===== config.mk =====
export PLATFORM = sky130hd
export DESIGN_NAME = rst_sequencer
export DESIGN_NICKNAME = d
export VERILOG_FILES = /design/src/rtl/rst_seq_pkg.sv /design/src/rtl/rst_sequencer_btn_debounce.sv /design/src/rtl/rst_sequencer.sv
export SDC_FILE = /design/constraint.sdc
export NUM_CORES = 1
export LEC_CHECK = 0
export ABC_CLOCK_PERIOD_IN_PS = 2400
export CELL_PAD_IN_SITES_DETAIL_PLACEMENT = 0
export CELL_PAD_IN_SITES_GLOBAL_PLACEMENT = 1
export CORE_MARGIN = 2
export CORE_UTILIZATION = 45
export CTS_BUF_LIST = sky130_fd_sc_hd__clkbuf_4 sky130_fd_sc_hd__clkbuf_8
export DETAILED_ROUTE_END_ITERATION = 10
export PLACE_DENSITY_LB_ADDON = 0.1
export SYNTH_ARGS = -nofsm -noshare
export SYNTH_HDL_FRONTEND = slang
export SYNTH_SLANG_ARGS = --single-unit

===== constraint.sdc =====
create_clock -name clk -period 2.4 [get_ports clk]
set_input_delay 0.6 -clock clk [delete_from_list [all_inputs] [get_ports clk]]
set_output_delay 0.6 -clock clk [all_outputs]
set_load 0.05 [all_outputs]

===== src/rtl/rst_seq_pkg.sv =====
// Shared types for the reset sequencer: FSM states, reset-cause encoding and
// a counter-width helper.
package rst_seq_pkg;

    typedef enum logic [1:0] {
        HOLD  = 2'd0,
        STAGE = 2'd1,
        RUN   = 2'd2
    } rst_state_t;

    typedef enum logic [1:0] {
        CAUSE_POR    = 2'd0,
        CAUSE_BUTTON = 2'd1,
        CAUSE_WDOG   = 2'd2,
        CAUSE_SOFT   = 2'd3
    } rst_cause_t;

    // Counter width for a count of n; never narrower than one bit.
    function automatic int cnt_w(input int n);
        return (n > 1) ? $clog2(n) : 1;
    endfunction

endpackage


===== src/rtl/rst_sequencer_btn_debounce.sv =====
// Push-button conditioner: 2-flop synchronizer, stability counter, debounced
// level and a single-cycle pulse on each accepted press (falling level).
module btn_debounce
    import rst_seq_pkg::*;
#(
    parameter int DEBOUNCE_CYCLES = 1024
) (
    input  logic clk,
    input  logic RST_n,
    input  logic btn_n,
    output logic press
);

    localparam int            CW       = cnt_w(DEBOUNCE_CYCLES);
    localparam logic [CW-1:0] CNT_LAST = CW'(DEBOUNCE_CYCLES - 1);

    logic          sync1_q;
    logic          sync2_q;
    logic [CW-1:0] cnt_q, cnt_d;
    logic          level_q, level_d;
    logic          press_q, press_d;

    // Counter only advances while the synced input disagrees with the accepted
    // level; any agreement restarts the stability window.
    always_comb begin
        cnt_d   = '0;
        level_d = level_q;
        press_d = 1'b0;
        if (sync2_q != level_q) begin
            if (cnt_q == CNT_LAST) begin
                level_d = sync2_q;
                press_d = ~sync2_q;
            end else begin
                cnt_d = cnt_q + 1'b1;
            end
        end
    end

    always_ff @(posedge clk or negedge RST_n) begin
        if (!RST_n) begin
            sync1_q <= 1'b1;
            sync2_q <= 1'b1;
            cnt_q   <= '0;
            level_q <= 1'b1;
            press_q <= 1'b0;
        end else begin
            sync1_q <= btn_n;
            sync2_q <= sync1_q;
            cnt_q   <= cnt_d;
            level_q <= level_d;
            press_q <= press_d;
        end
    end

    assign press = press_q;

endmodule


===== src/rtl/rst_sequencer.sv =====
// Reset generator/sequencer: merges board reset, button, soft request and the
// optional watchdog (macro RST_SEQ_WATCHDOG_EN) into staged domain releases.
module rst_sequencer
    import rst_seq_pkg::*;
#(
    parameter int NUM_DOMAINS     = 3,
    parameter int HOLD_CYCLES     = 16,
    parameter int STAGE_GAP       = 4,
    parameter int DEBOUNCE_CYCLES = 1024,
    parameter int WDOG_CYCLES     = 2**20
) (
    input  logic                   clk,
    input  logic                   RST_n,
    input  logic                   btn_n,
    input  logic                   soft_rst_req,
    input  logic                   wdog_kick,
    output logic [NUM_DOMAINS-1:0] rst_n_out,
    output logic                   rst_busy,
    output logic [1:0]             rst_cause
);

    localparam int            HW        = cnt_w(HOLD_CYCLES);
    localparam int            GW        = cnt_w(STAGE_GAP);
    localparam int            IW        = cnt_w(NUM_DOMAINS);
    localparam logic [HW-1:0] HOLD_LAST = HW'(HOLD_CYCLES - 1);
    localparam logic [GW-1:0] GAP_LAST  = GW'(STAGE_GAP - 1);
    localparam logic [IW-1:0] IDX_LAST  = IW'(NUM_DOMAINS - 1);

    logic                   rel_meta_q;
    logic                   rel_sync_q;
    logic                   btn_press;
    logic                   wdog_evt;

    rst_state_t             state_q, state_d;
    logic [HW-1:0]          hold_cnt_q, hold_cnt_d;
    logic [GW-1:0]          gap_cnt_q, gap_cnt_d;
    logic [IW-1:0]          idx_q, idx_d;
    logic [NUM_DOMAINS-1:0] rst_n_out_q, rst_n_out_d;
    logic                   rst_busy_q, rst_busy_d;
    rst_cause_t             cause_q, cause_d;

    btn_debounce #(
        .DEBOUNCE_CYCLES(DEBOUNCE_CYCLES)
    ) u_btn_debounce (
        .clk   (clk),
        .RST_n (RST_n),
        .btn_n (btn_n),
        .press (btn_press)
    );

    // Release of the board reset is re-timed to clk before the FSM may move.
    always_ff @(posedge clk or negedge RST_n) begin
        if (!RST_n) begin
            rel_meta_q <= 1'b0;
            rel_sync_q <= 1'b0;
        end else begin
            rel_meta_q <= 1'b1;
            rel_sync_q <= rel_meta_q;
        end
    end

`ifdef RST_SEQ_WATCHDOG_EN
    localparam int            WW        = cnt_w(WDOG_CYCLES);
    localparam logic [WW-1:0] WDOG_LAST = WW'(WDOG_CYCLES - 1);

    logic [WW-1:0] wdog_cnt_q, wdog_cnt_d;

    always_comb begin
        wdog_cnt_d = '0;
        if (state_q == RUN && !wdog_kick && wdog_cnt_q != WDOG_LAST)
            wdog_cnt_d = wdog_cnt_q + 1'b1;
    end

    always_ff @(posedge clk or negedge RST_n) begin
        if (!RST_n) wdog_cnt_q <= '0;
        else        wdog_cnt_q <= wdog_cnt_d;
    end

    assign wdog_evt = (state_q == RUN) && (wdog_cnt_q == WDOG_LAST);
`else
    localparam int unused_wdog_cycles = WDOG_CYCLES;
    logic unused_wdog_kick;
    assign unused_wdog_kick = wdog_kick;
    assign wdog_evt         = 1'b0;
`endif

    always_comb begin
        state_d     = state_q;
        hold_cnt_d  = hold_cnt_q;
        gap_cnt_d   = gap_cnt_q;
        idx_d       = idx_q;
        rst_n_out_d = rst_n_out_q;
        rst_busy_d  = rst_busy_q;
        cause_d     = cause_q;
        if (rel_sync_q) begin
            if (btn_press || wdog_evt || soft_rst_req) begin
                // Any event restarts the whole sequence, whatever the state.
                if (btn_press)     cause_d = CAUSE_BUTTON;
                else if (wdog_evt) cause_d = CAUSE_WDOG;
                else               cause_d = CAUSE_SOFT;
                state_d     = HOLD;
                hold_cnt_d  = '0;
                gap_cnt_d   = '0;
                idx_d       = '0;
                rst_n_out_d = '0;
                rst_busy_d  = 1'b1;
            end else begin
                case (state_q)
                    HOLD: begin
                        if (hold_cnt_q == HOLD_LAST) begin
                            hold_cnt_d     = '0;
                            rst_n_out_d[0] = 1'b1;
                            if (NUM_DOMAINS == 1) begin
                                state_d    = RUN;
                                rst_busy_d = 1'b0;
                            end else begin
                                state_d = STAGE;
                                idx_d   = IW'(1);
                            end
                        end else begin
                            hold_cnt_d = hold_cnt_q + 1'b1;
                        end
                    end
                    STAGE: begin
                        if (gap_cnt_q == GAP_LAST) begin
                            gap_cnt_d          = '0;
                            rst_n_out_d[idx_q] = 1'b1;
                            if (idx_q == IDX_LAST) begin
                                state_d    = RUN;
                                rst_busy_d = 1'b0;
                            end else begin
                                idx_d = idx_q + 1'b1;
                            end
                        end else begin
                            gap_cnt_d = gap_cnt_q + 1'b1;
                        end
                    end
                    default: ;
                endcase
            end
        end
    end

    always_ff @(posedge clk or negedge RST_n) begin
        if (!RST_n) begin
            state_q     <= HOLD;
            hold_cnt_q  <= '0;
            gap_cnt_q   <= '0;
            idx_q       <= '0;
            rst_n_out_q <= '0;
            rst_busy_q  <= 1'b1;
            cause_q     <= CAUSE_POR;
        end else begin
            state_q     <= state_d;
            hold_cnt_q  <= hold_cnt_d;
            gap_cnt_q   <= gap_cnt_d;
            idx_q       <= idx_d;
            rst_n_out_q <= rst_n_out_d;
            rst_busy_q  <= rst_busy_d;
            cause_q     <= cause_d;
        end
    end

    assign rst_n_out = rst_n_out_q;
    assign rst_busy  = rst_busy_q;
    assign rst_cause = cause_q;

endmodule


=== Word-level counts from Yosys, hierarchy flattened ===
Cells that the tools add are included.

* Register bits: 32
* Input port bits: 5
* Output and inout bits: 6
* Logic and storage cells: 81

* Add/sub/neg operators: 4
* $lt $le $gt $ge: 2
* Equal/unequal tests: 10
* Multiplexer cells: 31
* Bitwise operators: 2
* Reduce and logical (&&, ||, !) cells: 17

{| class="wikitable"
|+ Operators by type and width
! cell !! count
|-
| two-way mux 2 bit || 12
|-
| two-way mux 10 bit || 2
|-
| two-way mux 4 bit || 3
|-
| != test 3 bit (second input constant) || 4
|-
| adder 10 x 1 -> 10 bit (second input constant) || 1
|-
| equality test 10 bit (second input constant) || 1
|-
| AND reduction 5 bit || 2
|-
| two-way mux 1 bit || 8
|-
| case mux 2 bit (2 select lines) || 2
|-
| AND reduction 2 bit || 4
|-
| AND reduction 4 bit || 2
|-
| nonzero test 2 bit || 4
|-
| two-way mux 3 bit || 2
|-
| adder 2 x 1 -> 2 bit (second input constant) || 2
|-
| adder 4 x 1 -> 4 bit (second input constant) || 1
|-
| equality test 2 bit (second input constant) || 2
|-
| equality test 4 bit (second input constant) || 1
|-
| < comparator 2 x 3 -> 1 bit (second input constant) || 1
|-
| OR 3 bit || 1
|-
| AND reduction 3 bit || 1
|-
| nonzero test 3 bit || 1
|-
| demux 1 bit (select 2 bit) || 1
|-
| equality test 2 x 1 -> 1 bit (second input constant) || 1
|-
| >= comparator 2 x 1 -> 1 bit (second input constant) || 1
|-
| 6 further kinds || 6
|}

=== Depth between registers and ports, before layout ===
* Word-level depth: 8
* Gate-level depth with buffers: 6
* Mapped depth without buffers: 6

=== Modules after synthesis ===
Synthesis repeated with hierarchy kept, for this count alone.

* Cell total of the unflattened synthesis: 143
* Area total of the unflattened synthesis: 1,535.2 um^2

{| class="wikitable"
|+ By module, submodules not included
! module !! instances !! cells each !! area each (um^2) !! sequential area each (um^2)
|-
| rst_sequencer || 1 || 87 || 915.9 || 451.7
|-
| btn_debounce || 1 || 56 || 619.3 || 354.1
|}

=== Worst setup path before layout ===
Ideal clock, no wire load.

* Kind: register -> register
* Start point: register hold_cnt_q[0]
* End point: register state_q[0]
* Library setup time: 121 ps
* Data arrival time: 1,452 ps
* Required time: 2,279 ps
* Slack: 827 ps
* Cell stages (with the launch flop): 6
* Path buffers: 0
* Clock period less this slack: 1,573 ps
* Cell sequence: dfrtp_1 > ha_1 > and3_1 > mux2_4 > and4_4 > a22o_1

* Word-level cells in the longest chain between the ends: 3

{| class="wikitable"
|+ Ends and longest elaborated chain
! element !! line !! text
|-
| start, declared || rst_sequencer.sv:35 || <nowiki>logic [HW-1:0] hold_cnt_q, hold_cnt_d;</nowiki>
|-
| start signal, assigned || rst_sequencer.sv:155 || <nowiki>hold_cnt_q <= hold_cnt_d;</nowiki>
|-
| equality test 4 bit || rst_sequencer.sv:110 || <nowiki>if (hold_cnt_q == HOLD_LAST) begin</nowiki>
|-
| != test 3 bit (no line) || n/a ||
|-
| AND reduction 5 bit (no line) || n/a ||
|-
| end signal, assigned || rst_sequencer.sv:154 || <nowiki>state_q <= state_d;</nowiki>
|-
| end, declared || rst_sequencer.sv:34 || <nowiki>rst_state_t state_q, state_d;</nowiki>
|}

Every way passes these cells.
A chain may end at the register's enable or synchronous reset.

=== Final worst setup path ===
* Start point: register rst_busy_q (netlist: rst_busy)
* End point: output port rst_busy

{| class="wikitable"
|+ RTL lines
! element !! line !! text
|-
| start, declared || rst_sequencer.sv:39 || <nowiki>logic rst_busy_q, rst_busy_d;</nowiki>
|-
| start signal, assigned || rst_sequencer.sv:159 || <nowiki>rst_busy_q <= rst_busy_d;</nowiki>
|-
| end, declared || rst_sequencer.sv:18 || <nowiki>output logic rst_busy,</nowiki>
|}

No word-level cell between the ends.

==> flow_summary.ini <==
[pwr]
peakVddDrop_uv = 336
finalPower_uw = 964
power.density_nw_per_um2 = 566
power.leakage_nw = 0.782

[critical_path]
crit_required_ns = 1.80
crit_chain = clkdlybuf4s50_1
critPathBufInv = 1
critPathMaxStageDelay_ns = 0.79
r2r-start = hold_cnt_q[0]$_DFFE_PN0P_
crit_type = reg -> out
worstSetupStartpoint = rst_busy$_DFFE_PN1P_
crit_slowest_cell = clkdlybuf4s50_1
crit_path_end_kind = output port
start_kind = flop
crit_fanout = 2
path_delay_family = buffers and inverters
worstPathArrival_ns = 1.66

[timing]
hold_viol_final = 0
relSlewSlack_pct = 64.4
finalMaxSlewViolations = 0
fin_worst_skew_ns = 0.00880
clock.fmax_ghz = 0.442
setup_tns_ns = 0
finalSetupViolCount = 0
post-route-period-util_pct = 94.3
rsz0062_at_grt = no
worst_pin_slew_ns = 0.533
fin_crit_ns = 2.26

[logic_synthesis]
ys_ff_latch = 32
ys_seq_area_share_pct = 53.9
syn-cell-area_um2 = 1500
synthArstFlopShare_pct = 100
synth.top_cell.area_share_pct = 46.9
synthFlopType = dfrtp_1
synth_most_common_cell = dfrtp_1
synth_common_cells = dfrtp_1 (28), nor2_1 (13), nand2_1 (8)
syn_inst = 138
yosysUniqueCellTypes = 38
syn_area_per_cell_um2 = 10.8
yosys.area.top_type = dfrtp_1
synth-edff-count = 0
yosysWarnings = 0
synthesis.nets = 149
synth_area_leaders = dfrtp_1 (47%), dfstp_2 (7.0%), ha_1 (5.0%)

[detailed_routing]
drt-total-wl_um = 2530
num_vias = 1020
drcViolationCount = 0
wl_per_cell_um = 12.8
vias_per_cell = 5.18
drtAntennaViolNets = 0
drt_iter0_drc = 91
first_pass_iters = 4

[clock_network]
cts.sinks = 32
path_clk_slew_ns = 0.10
htree_levels = 2
cts-root-buf = clkbuf_4
clockBufferDepth = 2
postCtsSetupBuffers = 0
holdBufCountCts = 0
clk_latency_ns = 0.33
cts-buffers-inserted = 5
cts-resized-gates = 0
cts_tree = yes

[global_routing]
busiest_layer = met2
grt.overflow.total = 0
antenna_found_initial = 0
grt_pass1_wl_um = 4630
grt_use_met3_pct = 6.30
met1_usage_pct = 21.6
track_usage_pct = 17.0
grtUsageMet2_pct = 26.2
grt_start_max_net_pins = 33
grt_pass1_vias = 1010

[hold_path]
hold_class = reg -> reg
hp-start = rel_meta_q$_DFF_PN0_

[die]
dieArea_um2 = 3800
start_util_pct = 48.2
ios = 11
rows = 20
coreArea_um2 = 3100
die_height_um = 61.6
die_x_um = 61.6

[cells_and_area]
nNetsFinal = 163
seq_area_um2 = 806
multiInputGateArea_um2 = 648
fill_cells = 275
n_antenna_cell = 0
final_layout_size_suffix_gt1_share_pct = 12.4
area_growth_pct = 13.9

[placed_design]
gp_congestion = 0.824
port_buffers = 9
dp_hpwl_um = 1730

[run]
maxCapViolations = 0

[run_status]
status = finished, final reports clean
-- cell type report --
cell class | count | share of cell area (%)
timing repair buffer | 11 | 6.17
tap | 44 | 3.23
clock buffer | 7 | 3.45
multi-input combinational | 96 | 38.1
sequential | 32 | 47.3
inverter | 6 | 1.32
clock inverter | 1 | 0.441
-- placed cells by master (no fill, tap or decap), drive strengths merged, types with 6 or more instances in the layout --
master          n
a31oi           6
clkbuf          7
clkdlybuf4s50   9
dfrtp          28
ha              6
inv             6
nand2           8
nor2           13
o21ai           8
xor2            6
-- metal layers --
layer	vias up	share of wire, %
met5	-	0
met4	0	1.1
met3	7	3.7
met2	13	46
met1	481	49
li1	519	-
-- worst paths after layout --
path,endpoint,slack [ns],depth (start not counted)
worst max-delay path,rst_busy,0.14,1
worst max register to register,state_q[0]$_DFFE_PN0P_,0.71,5
worst min register to register,rel_sync_q$_DFF_PN0_,0.36,0
worst min-delay path,rel_sync_q$_DFF_PN0_,0.36,0
max in group asynchronous,u_btn_debounce.level_q$_DFFE_PN1P_,1.41,2
min in group asynchronous,hold_cnt_q[3]$_DFFE_PN0P_,0.65,2
-- metrics by stage --
step | utilization (%) | instance area [um^2] | cells | hold WS [ns] | worst slack, ns
4_1_cts | 54.9 | 1700 | 197 | 0.361 | 0.114
6_report | 54.9 | 1700 | 197 | 0.358 | 0.138
3_5_place_dp | 52.7 | 1640 | 189 | 0.337 | 0.368
5_1_grt | 54.9 | 1700 | 197 | 0.370 | 0.0764
2_1_floorplan | - | 1500 | 138 | 0.304 | 0.827
3_3_place_gp | 52.7 | 1640 | 189 | 0.333 | 0.395
-- cells by family (layout without fill, tap and decap cells) --
group | count (synthesis) | in the layout | synth area share (%)
AO/OA/AOI/OAI | 31 | 31 | 13.6
multiplexers | 2 | 2 | 2.01
adder cells (fa/ha/maj) | 6 | 6 | 5.02
XOR/XNOR | 8 | 8 | 4.69
AND/OR/NAND/NOR | 48 | 48 | 17.7
buffers and inverters | 10 | 25 | 2.76
other | 1 | 1 | 0.251
flip-flops | 32 | 32 | 53.9
-- sequential cells by signal, summed over array words and instances (netlist names) --
register,count
u_btn_debounce.cnt_q,10
u_btn_debounce.sync2_q,1
u_btn_debounce.press,1
rst_busy,1
idx_q,2
rel_sync_q,1
state_q,2
gap_cnt_q,2
rel_meta_q,1
u_btn_debounce.sync1_q,1
hold_cnt_q,4
u_btn_debounce.level_q,1
rst_n_out,3
rst_cause,2
-- where the power goes --
| group | switching, mW | total (mW) | internal, mW | leakage (nW) |
|---|---|---|---|---|
| clock network | 0.185 | 0.339 | 0.155 | 0.0349 |
| registers | 0.0157 | 0.569 | 0.554 | 0.413 |
| logic | 0.0336 | 0.0555 | 0.0219 | 0.333 |
(Power assumes the default switching activity.)
